**src/rtl/abc_ndist_pkg.sv**
```systemverilog
// Shared types and helpers for the N-channel distance classifier.
package abc_ndist_pkg;

   // Acquisition side: drive converters, square-and-sum, hand off to buffer
   typedef enum logic [1:0] {S_SOC, S_EOC, S_MAC, S_PUSH} aq_state_t;

   // Output side: dav_/rfd four-phase handshake with the consumer
   typedef enum logic [1:0] {O_IDLE, O_DAV, O_ACK} oq_state_t;

   // Width of the sum of squares. $clog2(1) = 0, so one channel gives exactly 2*W.
   function automatic int dist_width(input int n, input int w);
      return 2 * w + $clog2(n);
   endfunction

endpackage

```
**src/rtl/abc_ndist_if.sv**
```systemverilog
// Converter (soc/eoc/x) and consumer (dav_/rfd/z/d) signal bundle.
interface abc_ndist_if import abc_ndist_pkg::*; #(
   parameter int N = 2,
   parameter int W = 8
) ();
   localparam int DW = dist_width(N, W);

   logic [N-1:0]   soc;
   logic [N-1:0]   eoc;
   logic [N*W-1:0] x;
   logic           dav_;
   logic           rfd;
   logic           z;
   logic [DW-1:0]  d;

   modport master (output soc, dav_, z, d, input eoc, x, rfd);
   modport slave  (input soc, dav_, z, d, output eoc, x, rfd);
endinterface

```
**src/rtl/abc_ndist_sq_acc.sv**
```systemverilog
// Coordinate bank plus one squarer/adder; sums x_i^2 one channel per cycle.
module sq_acc import abc_ndist_pkg::*; #(
   parameter  int W  = 8,
   parameter  int N  = 2,
   localparam int DW = dist_width(N, W)
) (
   input  logic           clock,
   input  logic           reset_,
   input  logic           start,
   input  logic [N*W-1:0] x,
   output logic           done,
   output logic [DW-1:0]  acc
);
   localparam int IW = (N > 1) ? $clog2(N) : 1;

   logic signed [W-1:0]   coord [N];
   logic        [IW-1:0]  idx;
   logic                  busy;
   logic signed [2*W-1:0] sq;

   // Capture every channel's coordinate on the start edge
   // NOTE: the bank has no reset; start always loads it before busy can read it.
   always_ff @(posedge clock) begin
      if (start) begin
         for (int i = 0; i < N; i++) coord[i] <= x[i*W +: W];
      end
   end

   // Signed square at 2*W bits is exact, including (-2^(W-1))^2
   assign sq   = (2*W)'(coord[idx]) * (2*W)'(coord[idx]);
   assign done = busy && (idx == IW'(N - 1));

   // Sequencer: clear on start, add one square per busy cycle, stop after channel N-1
   // NOTE: non-blocking assignments so every register samples pre-edge values.
   always_ff @(posedge clock or negedge reset_) begin
      if (!reset_) begin
         busy <= 1'b0;
         idx  <= '0;
         acc  <= '0;
      end else if (start) begin
         busy <= 1'b1;
         idx  <= '0;
         acc  <= '0;
      end else if (busy) begin
         acc <= acc + DW'(unsigned'(sq));
         idx <= idx + IW'(1);
         if (done) busy <= 1'b0;
      end
   end

endmodule

```
**src/rtl/abc_ndist.sv**
```systemverilog
// N-channel distance classifier: acquisition FSM, one-entry result buffer, output FSM.
module abc_ndist import abc_ndist_pkg::*; #(
   parameter int              N  = 2,
   parameter int              W  = 8,
   parameter longint unsigned R2 = 4096
) (
   input  logic         clock,
   input  logic         reset_,
   abc_ndist_if.master  bus
);
   localparam int DW = dist_width(N, W);
   // A threshold at or beyond 2^DW covers every reachable D, so clamp to all-ones
   localparam logic [DW-1:0] R2_C = (R2 >= (64'd1 << DW)) ? '1 : R2[DW-1:0];

   aq_state_t     aq_q, aq_d;
   oq_state_t     oq_q, oq_d;
   logic          soc_q, soc_d;
   logic          mac_start, mac_done;
   logic          buf_wr, buf_rel;
   logic          full_q, z_q;
   logic [DW-1:0] acc, d_q;

   sq_acc #(.W(W), .N(N)) u_sq_acc (
      .clock  (clock),
      .reset_ (reset_),
      .start  (mac_start),
      .x      (bus.x),
      .done   (mac_done),
      .acc    (acc)
   );

   // Acquisition next-state; S_SOC leaves only once soc has actually been seen high
   always_comb begin
      // NOTE: defaults first so no path through the case can infer a latch.
      aq_d      = aq_q;
      soc_d     = 1'b0;
      mac_start = 1'b0;
      buf_wr    = 1'b0;
      unique case (aq_q)
         S_SOC: begin
            soc_d = 1'b1;
            if (soc_q && (bus.eoc == '0)) begin
               soc_d = 1'b0;
               aq_d  = S_EOC;
            end
         end
         S_EOC: begin
            if (bus.eoc == '1) begin
               mac_start = 1'b1;
               aq_d      = S_MAC;
            end
         end
         S_MAC: begin
            if (mac_done) aq_d = S_PUSH;
         end
         S_PUSH: begin
            if (!full_q) begin
               buf_wr = 1'b1;
               aq_d   = S_SOC;
            end
         end
         default: aq_d = S_SOC;
      endcase
   end

   // Output next-state; leaving O_ACK frees the buffer
   always_comb begin
      oq_d    = oq_q;
      buf_rel = 1'b0;
      unique case (oq_q)
         O_IDLE: if (full_q && bus.rfd) oq_d = O_DAV;
         O_DAV:  if (!bus.rfd) oq_d = O_ACK;
         O_ACK: begin
            if (bus.rfd) begin
               buf_rel = 1'b1;
               oq_d    = O_IDLE;
            end
         end
         default: oq_d = O_IDLE;
      endcase
   end

   // State registers; soc is registered so reset drops it at once and release raises it next clock
   always_ff @(posedge clock or negedge reset_) begin
      if (!reset_) begin
         aq_q  <= S_SOC;
         oq_q  <= O_IDLE;
         soc_q <= 1'b0;
      end else begin
         aq_q  <= aq_d;
         oq_q  <= oq_d;
         soc_q <= soc_d;
      end
   end

   // Result buffer; a write is only attempted when empty, so release and write never collide
   always_ff @(posedge clock or negedge reset_) begin
      if (!reset_) begin
         full_q <= 1'b0;
         z_q    <= 1'b0;
         d_q    <= '0;
      end else if (buf_rel) begin
         full_q <= 1'b0;
      end else if (buf_wr) begin
         full_q <= 1'b1;
         z_q    <= (acc <= R2_C);
         d_q    <= acc;
      end
   end

   assign bus.soc  = {N{soc_q}};
   assign bus.dav_ = (oq_q != O_DAV);
   assign bus.z    = z_q;
   assign bus.d    = d_q;

endmodule

```
**src/flat_wrapper.sv**
```systemverilog
// flat-port wrapper written by rule: the top's interface ports become plain ports
module abc_ndist_flat import abc_ndist_pkg::*;
#(
   parameter int              N  = 2,
   parameter int              W  = 8,
   parameter longint unsigned R2 = 4096
)
  (clock, reset_, bus_soc, bus_dav_, bus_z, bus_d, bus_eoc, bus_x, bus_rfd);
  abc_ndist_if #(.N(N), .W(W)) bus_i ();
  input  logic clock;
  input  logic reset_;
  output wire logic [$bits(bus_i.soc)-1:0] bus_soc;
  output wire logic [$bits(bus_i.dav_)-1:0] bus_dav_;
  output wire logic [$bits(bus_i.z)-1:0] bus_z;
  output wire logic [$bits(bus_i.d)-1:0] bus_d;
  input wire logic [$bits(bus_i.eoc)-1:0] bus_eoc;
  input wire logic [$bits(bus_i.x)-1:0] bus_x;
  input wire logic [$bits(bus_i.rfd)-1:0] bus_rfd;
  assign bus_soc = bus_i.soc;
  assign bus_dav_ = bus_i.dav_;
  assign bus_z = bus_i.z;
  assign bus_d = bus_i.d;
  assign bus_i.eoc = bus_eoc;
  assign bus_i.x = bus_x;
  assign bus_i.rfd = bus_rfd;
  abc_ndist #(.N(N), .W(W), .R2(R2)) u_core (.clock(clock), .reset_(reset_), .bus(bus_i));
endmodule
```
**config.mk**
```make
export PLATFORM = sky130hd
export DESIGN_NAME = abc_ndist_flat
export DESIGN_NICKNAME = d
export VERILOG_FILES = /design/src/rtl/abc_ndist_pkg.sv /design/src/rtl/abc_ndist_if.sv /design/src/rtl/abc_ndist_sq_acc.sv /design/src/rtl/abc_ndist.sv /design/src/flat_wrapper.sv
export SDC_FILE = /design/constraint.sdc
export NUM_CORES = 1
export LEC_CHECK = 0
export CAP_MARGIN = 30
export CELL_PAD_IN_SITES_DETAIL_PLACEMENT = 1
export CELL_PAD_IN_SITES_GLOBAL_PLACEMENT = 2
export CORE_MARGIN = 2
export CORE_UTILIZATION = 39
export DETAILED_ROUTE_END_ITERATION = 8
export GPL_TIMING_DRIVEN = 1
export PLACE_DENSITY = 0.79
export SYNTH_ARGS = -nofsm -noshare
export SYNTH_HDL_FRONTEND = slang
export SYNTH_HIERARCHICAL = 1
export SYNTH_SLANG_ARGS = --single-unit
export TNS_END_PERCENT = 30
```
**constraint.sdc**
```tcl
create_clock -name clock -period 8 [get_ports clock]
set_input_delay 1.6 -clock clock [delete_from_list [all_inputs] [get_ports clock]]
set_output_delay 1.6 -clock clock [all_outputs]
set_load 0.02 [all_outputs]
```
==> After elaboration in Yosys (flattened, before gate mapping) <==
Memories as Yosys holds them, arrays and structs flattened.
Cells that the tools add are included.
W data, S select, Z words.
{ "totals": {"memories": 1, "mem_bits_rw": 16, "regBits": 43, "latch_bits": 0, "out_inout_bits": 21, "romBits": 0} }
{ "mem_list": {"columns": ["memory", "depth", "width", "rd", "rd_ports_with_merged_regs", "wr", "line", "text"], "rows": [
  ["u_core.u_sq_acc.coord", 2, 8, 1, 0, 2, "abc_ndist_sq_acc.sv:16", "logic signed [W-1:0] coord [N];"]
]} }
{ "classes": {"shifts": 0, "mux": 28, "order_cmp": 1, "eq_ne": 14, "multipliers": 1, "add_sub_neg": 2, "bitwise": 1, "n_reduce_logical": 11, "n_div": 0} }
{ "ops": {"columns": ["cell", "n"], "rows": [
  ["$mux W17", 2],
  ["$add A17 B16 Y17", 1],
  ["$le A17 B13 Y1 const B", 1],
  ["$mux W1", 17],
  ["$mul A8 B8 Y16", 1],
  ["$mux W2", 7],
  ["$ne A2 B1 Y1 const B", 5],
  ["$eq A2 B2 Y1 const B", 4],
  ["$pmux W2 S4", 1],
  ["$logic_not A2 Y1", 3],
  ["$ne A2 B2 Y1 const B", 3],
  ["$pmux W2 S3", 1],
  ["$eq A2 B1 Y1 const B", 2],
  ["$reduce_and A4 Y1", 1],
  ["$reduce_bool A2 Y1", 2],
  ["$logic_and A1 B1 Y1", 3],
  ["$reduce_and A3 Y1", 1],
  ["$reduce_and A2 Y1", 1],
  ["$add A1 B1 Y1 const B", 1],
  ["$not A1 Y1", 1]
]} }

==> Depth between registers and ports, before layout <==
Gate-level depths: netlist of run 1.
{ "depth": {"ltp_word": 5, "ltp_mapped": 25, "ltp_nobuf": 25} }

==> Hierarchy <==
Netlist of run 1, hierarchy kept.
{ "by_module_without_submodules": {"columns": ["mod", "area_per_inst_um2", "cells_per_inst", "instances"], "rows": [
  ["sq_acc", 4111.4, 429, 1],
  ["abc_ndist", 1082.3, 76, 1]
]} }

==> Worst setup path after synthesis of run 1 <==
No wires, ideal clock.
{ "synth_timing": {"path_kind": "register -> register", "start": "register u_core.u_sq_acc.idx", "end": "register u_core.u_sq_acc.acc[16]", "n_path_buf": 1, "arrival_time_ns": 5.972, "required_ns": 7.929, "period_less_slack_ns": 6.043, "path_stages_with_launch": 22, "setup_slack_ns": 1.957, "cell_sequence": "dfrtp_1 > buf_2 > mux2i_1 > inv_1 > nand2_1 > inv_1 > fa_1 > fa_1 > fa_1 > inv_1 > fa_1 > inv_1 > ha_1 > o41ai_1 > xnor2_1 > ha_1 > clkinv_2 > or3_4 > a211oi_4 > nor2_2 > or4_1 > nand4_1"} }
{ "synth_between": {"elab_chain_cells": 5} }
{ "synth_rtl": {"columns": ["item", "line", "text"], "rows": [
  ["start: declaration", "abc_ndist_sq_acc.sv:17", "logic [IW-1:0] idx;"],
  ["start signal: assignment", "abc_ndist_sq_acc.sv:46", "idx <= idx + IW'(1);"],
  ["$mem_v2 Z2 W8", null, null],
  ["$mul A8 B8 Y16", "abc_ndist_sq_acc.sv:30", "assign sq = (2*W)'(coord[idx]) * (2*W)'(coord[idx]);"],
  ["$add A17 B16 Y17", "abc_ndist_sq_acc.sv:45", "acc <= acc + DW'(unsigned'(sq));"],
  ["$mux W17", "abc_ndist_sq_acc.sv:44", "end else if (busy) begin"],
  ["$mux W17", "abc_ndist_sq_acc.sv:40", "end else if (start) begin"],
  ["end signal: assignment", "abc_ndist_sq_acc.sv:45", null],
  ["end: declaration", "abc_ndist_sq_acc.sv:12", "output logic [DW-1:0] acc"]
]} }
No other way between the ends. The select of a mux whose other input is x is not followed.
A chain may end at the register's enable or synchronous reset.

==> Worst setup path in the final report of run 1 <==
{ "layout_timing": {"start": "register u_core.u_sq_acc.idx", "end": "register u_core.u_sq_acc.acc[14]"} }
The elaborated chain is that of the path after synthesis.

==> results of run 1 <==
flip-flops by register name, summed over array words and instances (netlist names):
register	flops
u_core/bus.d	17
u_core/u_sq_acc/acc	17
u_core/u_sq_acc/coord	16
u_core/aq_q	2
u_core/oq_q	2
u_core/bus.z	1
u_core/full_q	1
u_core/soc_q	1
u_core/u_sq_acc/busy	1
u_core/u_sq_acc/idx	1
worst max-delay path: stages, from the launching register on:
cell and delay [ps]:
dfrtp_1 690, mux2i_1 740, inv_1 330, nand2_1 200, inv_1 100, fa_1 550
fa_1 440, fa_1 560, inv_1 60, fa_1 530, inv_1 40, ha_1 250
o41ai_1 600, o21ai_1 210, xor2_1 180, ha_1 380, a21oi_1 250, nor3b_1 210
a22oi_1 90, a31oi_1 230, nor4b_1 100, a211o_1 300
metrics by stage:
step / setup WS [ps] / hold slack, ps / util, % / instances / area (sq um)
finish: 837 / 491 / 46.5 / 731 / 6110
global route: 407 / 504 / 46.5 / 731 / 6110
CTS: 783 / 493 / 46.5 / 731 / 6110
detailed placement: 821 / 485 / 44.1 / 715 / 5800
global placement: 1000 / 459 / 44.0 / 714 / 5780
floorplan: 1960 / 445 / - / 505 / 5190
cell usage in the layout (no fill, tap or decap), drive strengths merged, types with 19 or more instances in the layout:
master / n
nand2: 29
nor2: 34
dfrtp: 43
mux2: 19
fa: 41
ha: 49
xnor2: 25
clkdlybuf4s50: 40
a21oi: 21
inv: 88
how the worst max path moves through the flow:
stage	to	slack [ps]	start
4_1_cts	u_core/u_sq_acc/acc[14]	780	u_core/u_sq_acc/idx
3_5_place_dp	u_core/u_sq_acc/acc[14]	820	u_core/u_sq_acc/idx
5_1_grt	u_core/u_sq_acc/acc[14]	410	u_core/u_sq_acc/idx
3_3_place_gp	u_core/u_sq_acc/acc[13]	1000	u_core/u_sq_acc/idx
2_1_floorplan	u_core/u_sq_acc/acc[16]	1960	u_core/u_sq_acc/idx
6_report	u_core/u_sq_acc/acc[14]	840	u_core/u_sq_acc/idx
cell type report:
cell class | count | area share [%]
inverters | 89 | 5.49
repair buffers | 42 | 6.96
flip-flops and latches | 59 | 25.5
clock inverters | 3 | 0.716
clock buffers | 13 | 4.44
well taps | 176 | 3.60
multi-input cells | 349 | 53.3
logic make-up (layout without fill, tap and decap cells):
kind of cell	after synthesis	after routing	share of synthesized area (%)
AO/OA/AOI/OAI	84	84	11.8
XOR/XNOR	32	32	5.40
adder cells (fa/ha/maj)	90	90	27.6
buffers and inverters	97	147	7.25
flip-flops	59	59	30.0
multiplexers	33	33	6.89
AND/OR/NAND/NOR	110	110	11.1
layer usage:
metal / global-route usage [%] / vias up / routed length [um]
met1: 23.2 / 1876 / 5320
met4: 5.66 / 0 / 183
met5: 0 / - / 0
met3: 4.12 / 11 / 253
met2: 28.8 / 31 / 5830
li1: - / 1797 / -
==> run_results.csv, run 1 <==
group,metric,value,unit
setup_path,r2r_start,"u_core/u_sq_acc/idx",
timing,rsz0062_at_grt,"false",
routing,dr.pass1.iters,4,
clock_network,post-cts-setup-buffer-count,0,
outcome,outcome,"finished clean",
clock_network,ctsHtreeMaxLevel,3,
global_routing,grt_overflow,0,
synthesis,ys_ff_latch,59,
setup_path,rrSetupSlack,840,ps
final_layout,fillers,1482,
global_routing,grt_antenna_before_repair,0,
routing,routed_wl,11.6,mm
setup_path,reg2reg_depth,21,
global_routing,grt_max_degree,39,
routing,wire_per_inst,15.9,um
clock_network,cts_buffers,9,
synthesis,ys_top_cells_by_area,"dfrtp_1, fa_1, ha_1, edfxtp_1, inv_1",
timing,tightest_slew,887,ps
synthesis,postSynthCellCount,505,
timing,final.period_utilization,89.5,%
placement,dp_hpwl,9.58,mm
synthesis,syn_avg_cell_area,10.3,sq um
global_routing,grt_pass1_vias,4009,
clock_network,cts_tree,"built",
setup_path,r2r_end,"u_core/u_sq_acc/acc[14]",
hold_path,hold_class,"reg2reg",
timing,hold_viol,0,
floorplan,die_area,14300,sq um
clock_network,ctsResizeCount,0,
timing,slew_headroom,40.9,%
clock_network,cts_root_buffer,"clkbuf_16",
placement,port_buffers,41,
synthesis,synthFlopType,"dfrtp_1",
final_layout,final_nets,661,
global_routing,gr-usage-all-layers,17.6,%
timing,fin_crit,7160,ps
synthesis,syn_area,5190,sq um
routing,drc,0,
floorplan,core_region_area,13100,sq um
setup_path,worstSetupPathType,"reg2reg",
floorplan,die_w,119,um
flow_run,maxCapViolCount,0,
synthesis,synth_edf_count,16,
timing,fin_worst_skew,11.3,ps
synthesis,synth_most_common_cell,"inv_1",
setup_path,required,8230,ps
placement,gp_congestion,0.826,
floorplan,num_rows,42,
hold_path,hold_depth,1,
clock_network,cts_sinks,59,
synthesis,synth.yosys.seq_area_share,30.0,%
setup_path,crit_arrival,7390,ps
routing,vias,3715,
clock_network,path_clk_slew,60,ps
final_layout,regArea,1560,sq um
routing,vias_per_cell,5.08,
synthesis,synth_top_area_cell,"dfrtp_1",
hold_path,hp-start,"u_core/oq_q[1]",
synthesis,synth_top_area_share,20.7,%
synthesis,yosysWarnings,6,
routing,ant_nets,0,
final_layout,syn_to_final_growth,17.7,%
final_layout,drive_gt1_share,7.57,%
floorplan,num_io_pins,42,
timing,fmax,0.140,GHz
timing,drv_slew,0,
synthesis,synth_async_sr_flop_share,72.9,%
hold_path,min_to,"u_core/oq_q[0]",
clock_network,clock_path_buffers,2,
timing,setup_viol,0,
synthesis,synthDistinctLibCells,67,
final_layout,diodes,0,
synthesis,synth_commonest_cells,"inv_1, ha_1, dfrtp_1",
floorplan,die_h,119,um
setup_path,path_max_fanout,13,
synthesis,synth.net_count,616,
clock_network,clk_latency,340,ps
final_layout,multi_input_area,3260,sq um
routing,drtIter0Drc,125,
timing,tns,0,ps
clock_network,hold_buffers,0,
setup_path,crit_path_start_kind,"register",
setup_path,critPathCaptureType,"register",
global_routing,grt_pass1_wl,19.7,mm
floorplan,start_util,39.5,%
Power of run 1 is not shown: default switching activity piles up to over one toggle a cycle in this logic, so the estimate is an artifact.
==> inputs of run 2 (changes only) <==
--- a/config.mk
+++ b/config.mk
@@ -5,7 +5,7 @@
 export SDC_FILE = /design/constraint.sdc
 export NUM_CORES = 1
 export LEC_CHECK = 0
-export CAP_MARGIN = 30
+export CAP_MARGIN = 5
 export CELL_PAD_IN_SITES_DETAIL_PLACEMENT = 1
 export CELL_PAD_IN_SITES_GLOBAL_PLACEMENT = 2
 export CORE_MARGIN = 2
==> run 2 against run 1 <==
  * Fmax grew 1.7%
  * Cell area fell by 0.57%
  * Largest cell class unchanged
  * Cell count decreased by 0.14%
  * Critical path depth down 1
  * Critical path type unchanged
==> run_results.csv, run 2 (synthesis gave the netlist of run 1 again) <==
group,metric,value,unit
hold_path,min_to,"u_core/bus.d[16]",
clock_network,clock_path_buffers,2,
clock_network,cts_sinks,59,
final_layout,final_cell_mix,"inv_1, ha_1, dfrtp_1",
floorplan,num_io_pins,42,
final_layout,layout_commonest_cell,"inv_1",
routing,vias,3725,
clock_network,clk_latency,340,ps
setup_path,crit_arrival,7320,ps
setup_path,rrSetupSlack,950,ps
floorplan,die_h,119,um
final_layout,fillers,1505,
timing,drv_slew,0,
global_routing,grt_use_met1,22.9,%
setup_path,critPathCaptureType,"register",
global_routing,use_met2,30.2,%
final_layout,syn_to_final_growth,17.0,%
flow_run,maxCapViolCount,0,
placement,dp_hpwl,9.52,mm
hold_path,hold_class,"reg2reg",
timing,tns,0,ps
global_routing,grt_antenna_before_repair,0,
setup_path,worstSetupPathType,"reg2reg",
final_layout,diodes,0,
floorplan,die_area,14300,sq um
clock_network,post-cts-setup-buffer-count,0,
timing,fin_worst_skew,7.24,ps
clock_network,cts_tree,"built",
placement,dp_slack,910,ps
setup_path,r2r_end,"u_core/u_sq_acc/acc[13]",
clock_network,hold_buffers,0,
routing,drtIter0Drc,158,
routing,ant_nets,0,
placement,gp_congestion,0.826,
routing,drc,0,
routing,routed_wl,11.7,mm
clock_network,ctsResizeCount,0,
outcome,outcome,"finished clean",
setup_path,reg2reg_depth,20,
global_routing,grt_max_degree,44,
global_routing,grt_pass1_vias,3998,
timing,tightest_slew,982,ps
final_layout,drive_gt1_share,7.76,%
timing,fin_crit,7050,ps
global_routing,grt_pass1_wl,19.8,mm
timing,hold_viol,0,
timing,setup_viol,0,
timing,rsz0062_at_grt,"false",
final_layout,final_nets,660,
setup_path,path_max_fanout,13,
global_routing,gr-usage-all-layers,17.8,%
clock_network,path_clk_slew,60,ps
timing,setup_slack,954,ps
hold_path,hp-start,"u_core/bus.d[16]",
clock_network,ctsHtreeMaxLevel,3,
global_routing,grt_overflow,0,
routing,vias_per_cell,5.10,
floorplan,core_region_area,13100,sq um
floorplan,num_rows,42,
placement,port_buffers,41,
setup_path,crit_path_start_kind,"register",
timing,final.period_utilization,88.1,%
global_routing,grt_use_met3,4.12,%
floorplan,die_w,119,um
timing,fmax,0.142,GHz
setup_path,r2r_start,"u_core/u_sq_acc/idx",
routing,dr.pass1.iters,4,
timing,slew_headroom,34.5,%
global_routing,top_usage_layer,"met2",
routing,wire_per_inst,16.1,um
hold_path,hold_depth,1,
clock_network,cts_root_buffer,"clkbuf_16",
setup_path,required,8270,ps
clock_network,cts_buffers,9,
floorplan,start_util,39.5,%
-- run 2: changes by cell type in the layout (fill, tap and decap cells not counted) --
| cell | before | now |
|---|---|---|
| clkinv_4 | 1 | 2 |
| clkbuf_1 | 2 | 0 |
| clkinvlp_4 | 0 | 1 |
| inv_6 | 0 | 1 |
| buf_12 | 1 | 0 |
| inv_4 | 0 | 1 |
| clkbuf_16 | 10 | 9 |
| clkbuf_8 | 1 | 0 |
-- run 2: routing by layer --
layer | vias up | share of wire, %
li1 | 1790 | -
met1 | 1884 | 46
met2 | 40 | 50
met3 | 11 | 2.5
met4 | 0 | 1.3
met5 | - | 0
-- run 2: layout make-up --
class	instances	area (sq um)	area share, %
multi-input combinational	349	3260	53.6
timing repair buffer	41	405	6.67
sequential	59	1560	25.6
clock inverter	7	75.1	1.24
tap	176	220	3.62
inverter	89	335	5.52
clock buffer	9	225	3.71
-- run 2: stage by stage --
step                utilization, %  hold slack (ps)  std cells  instance area, sq um
floorplan                        -              445        505                  5190
global placement              44.0              459        714                  5780
detailed placement            44.0              485        714                  5780
CTS                           46.3              497        730                  6080
global route                  46.3              504        730                  6080
finish                        46.3              491        730                  6080
-- run 2: worst max path at each step --
stage	startpoint	endpoint	slack, ps	cells after the start
floorplan	u_core/u_sq_acc/idx	u_core/u_sq_acc/acc[16]	1960	21
global placement	u_core/u_sq_acc/idx	u_core/u_sq_acc/acc[13]	1000	20
detailed placement	u_core/u_sq_acc/idx	u_core/u_sq_acc/acc[13]	910	20
CTS	u_core/u_sq_acc/idx	u_core/u_sq_acc/acc[14]	880	21
global route	u_core/u_sq_acc/idx	u_core/u_sq_acc/acc[14]	460	21
finish	u_core/u_sq_acc/idx	u_core/u_sq_acc/acc[13]	950	20
-- run 2: worst max-delay path: stages (launching register included) --
cell and delay (ps):
dfrtp_1 700, mux2i_1 700, inv_1 320, nand2_1 200, inv_1 100, fa_1 560, fa_1 440, fa_1 560
inv_1 60, fa_1 530, inv_1 40, ha_1 250, o41ai_1 540, xnor2_1 140, ha_1 380, clkinv_2 90
or3_4 410, o22ai_1 270, a21oi_1 140, or4b_1 480, nand3_1 80
Power of run 2 is left out for the same reason.
==> inputs of run 3 (changes only) <==
--- a/config.mk
+++ b/config.mk
@@ -12,6 +12,7 @@
 export CORE_UTILIZATION = 39
 export DETAILED_ROUTE_END_ITERATION = 8
 export GPL_TIMING_DRIVEN = 1
+export MAX_ROUTING_LAYER = met4
 export PLACE_DENSITY = 0.79
 export SYNTH_ARGS = -nofsm -noshare
 export SYNTH_HDL_FRONTEND = slang
==> run 3 against run 2 <==
  * Flip-flop and latch count did not move
  * Critical path type unchanged
  * Clock-buffer cell count unchanged
  * Core utilization did not move
  * Critical path depth unchanged
  * Clock skew increased by 1.2 ps
  * Cell count unchanged
  * Sequential share of layout area unchanged
  * Fmax fell by 0.23%
  * Worst setup slack worse by 16 ps
  * Largest cell class unchanged
==> run_results.csv, run 3 (synthesis gave the netlist of run 1 again) <==
group,metric,value,unit
clock_network,post-cts-setup-buffer-count,0,
routing,wire_per_inst,16.1,um
clock_network,cts_sinks,59,
clock_network,path_clk_slew,60,ps
setup_path,rrSetupSlack,940,ps
timing,whs,491,ps
setup_path,path_max_fanout,13,
clock_network,hold_buffers,0,
global_routing,grt_pass1_wl,19.8,mm
setup_path,startpoint,"u_core/u_sq_acc/idx",
routing,routed_wl,11.7,mm
flow_run,maxCapViolCount,0,
timing,tightest_slew,980,ps
final_layout,diodes,0,
routing,vias,3748,
timing,setup_viol,0,
floorplan,core_region_area,13100,sq um
setup_path,crit_arrival,7340,ps
global_routing,grt_max_degree,44,
final_layout,fillers,1505,
placement,gp_congestion,0.838,
timing,fin_crit,7060,ps
final_layout,syn_to_final_growth,17.0,%
timing,slew_headroom,34.6,%
timing,fin_worst_skew,8.46,ps
floorplan,die_w,119,um
setup_path,worstSetupPathType,"reg2reg",
routing,drc,0,
outcome,outcome,"finished clean",
global_routing,grt_antenna_before_repair,0,
clock_network,clock_path_buffers,2,
setup_path,r2r_start,"u_core/u_sq_acc/idx",
setup_path,critPathCaptureType,"register",
final_layout,fin_util,46.3,%
routing,ant_nets,0,
routing,drtIter0Drc,154,
clock_network,cts_buffers,9,
final_layout,multi_input_area,3260,sq um
floorplan,start_util,39.5,%
timing,drv_slew,0,
setup_path,worstPathCellList,"mux2i_1, inv_1, nand2_1, inv_1, fa_1, fa_1, fa_1, inv_1, fa_1, inv_1, ha_1, o41ai_1, xnor2_1, ha_1, clkinv_2, or3_4, a211oi_4, nor2_2, or4_1, nand4_1",
timing,rsz0062_at_grt,"false",
floorplan,num_io_pins,42,
global_routing,grt_overflow,0,
timing,setup_slack,938,ps
timing,fmax,0.142,GHz
final_layout,drive_gt1_share,7.76,%
clock_network,cts_tree,"built",
routing,vias_per_cell,5.13,
final_layout,final_cell_mix,"inv_1, ha_1, dfrtp_1",
setup_path,cp-endpoint,"u_core/u_sq_acc/acc[16]",
floorplan,die_h,119,um
clock_network,ctsResizeCount,0,
placement,port_buffers,41,
placement,dp_hpwl,9.52,mm
floorplan,die_area,14300,sq um
timing,hold_viol,0,
setup_path,r2r_end,"u_core/u_sq_acc/acc[16]",
final_layout,layout_commonest_cell,"inv_1",
setup_path,cp_slowest_stage_delay,720,ps
setup_path,crit_path_start_kind,"register",
global_routing,gr-usage-all-layers,18.3,%
timing,final.period_utilization,88.3,%
setup_path,crit_slowest_cell,"mux2i_1",
final_layout,final_nets,660,
floorplan,num_rows,42,
clock_network,clk_latency,340,ps
clock_network,ctsHtreeMaxLevel,3,
final_layout,regArea,1560,sq um
global_routing,grt_pass1_vias,4007,
setup_path,required,8270,ps
routing,dr.pass1.iters,4,
hold_path,hold_class,"reg2reg",
timing,tns,0,ps
setup_path,reg2reg_depth,20,
placement,dp_slack,910,ps
clock_network,cts_root_buffer,"clkbuf_16",
run 3: cell counts in the layout (fill, tap and decap cells not counted):
Identical to the previous run, type by type.
run 3: routing by layer:
layer  part of all wire [%]  vias to the layer above  GRT usage (%)
li1                       -                     1789              -
met1                     46                     1899           23.0
met2                     50                       44           30.2
met3                    2.5                       16           3.83
met4                    1.4                        0           4.93
met5                      0                        -              -
run 3: final cells by class:
cell class,count,share of cell area [%]
Multi-Input combinational cell,349,53.6
Sequential cell,59,25.6
Timing Repair Buffer,41,6.67
Inverter,89,5.52
Clock buffer,9,3.71
Tap cell,176,3.62
Clock inverter,7,1.24
run 3: critical path, delay by kind of cell (launching register included):
family                   cells  cell delay (ps)
adder cells (fa/ha/maj)      6             2720
flip-flops                   1              700
XOR/XNOR                     1              130
AO/OA/AOI/OAI                2              840
buffers and inverters        5              610
multiplexers                 1              720
AND/OR/NAND/NOR              5             1280
run 3: worst min-delay path by stage:
stage,end,from,cells after the start
floorplan,u_core/oq_q[0],u_core/oq_q[1],1
global placement,u_core/oq_q[0],u_core/oq_q[1],1
detailed placement,u_core/bus.d[4],u_core/bus.d[4],1
CTS,u_core/oq_q[0],u_core/oq_q[1],1
global route,u_core/bus.d[4],u_core/bus.d[4],1
finish,u_core/bus.d[16],u_core/bus.d[16],1
run 3: stage by stage:
step / area (sq um) / cells
2_1_floorplan: 5190 / 505
3_3_place_gp: 5780 / 714
3_5_place_dp: 5780 / 714
4_1_cts: 6080 / 730
5_1_grt: 6080 / 730
6_report: 6080 / 730
Power of run 3 is left out for the same reason.
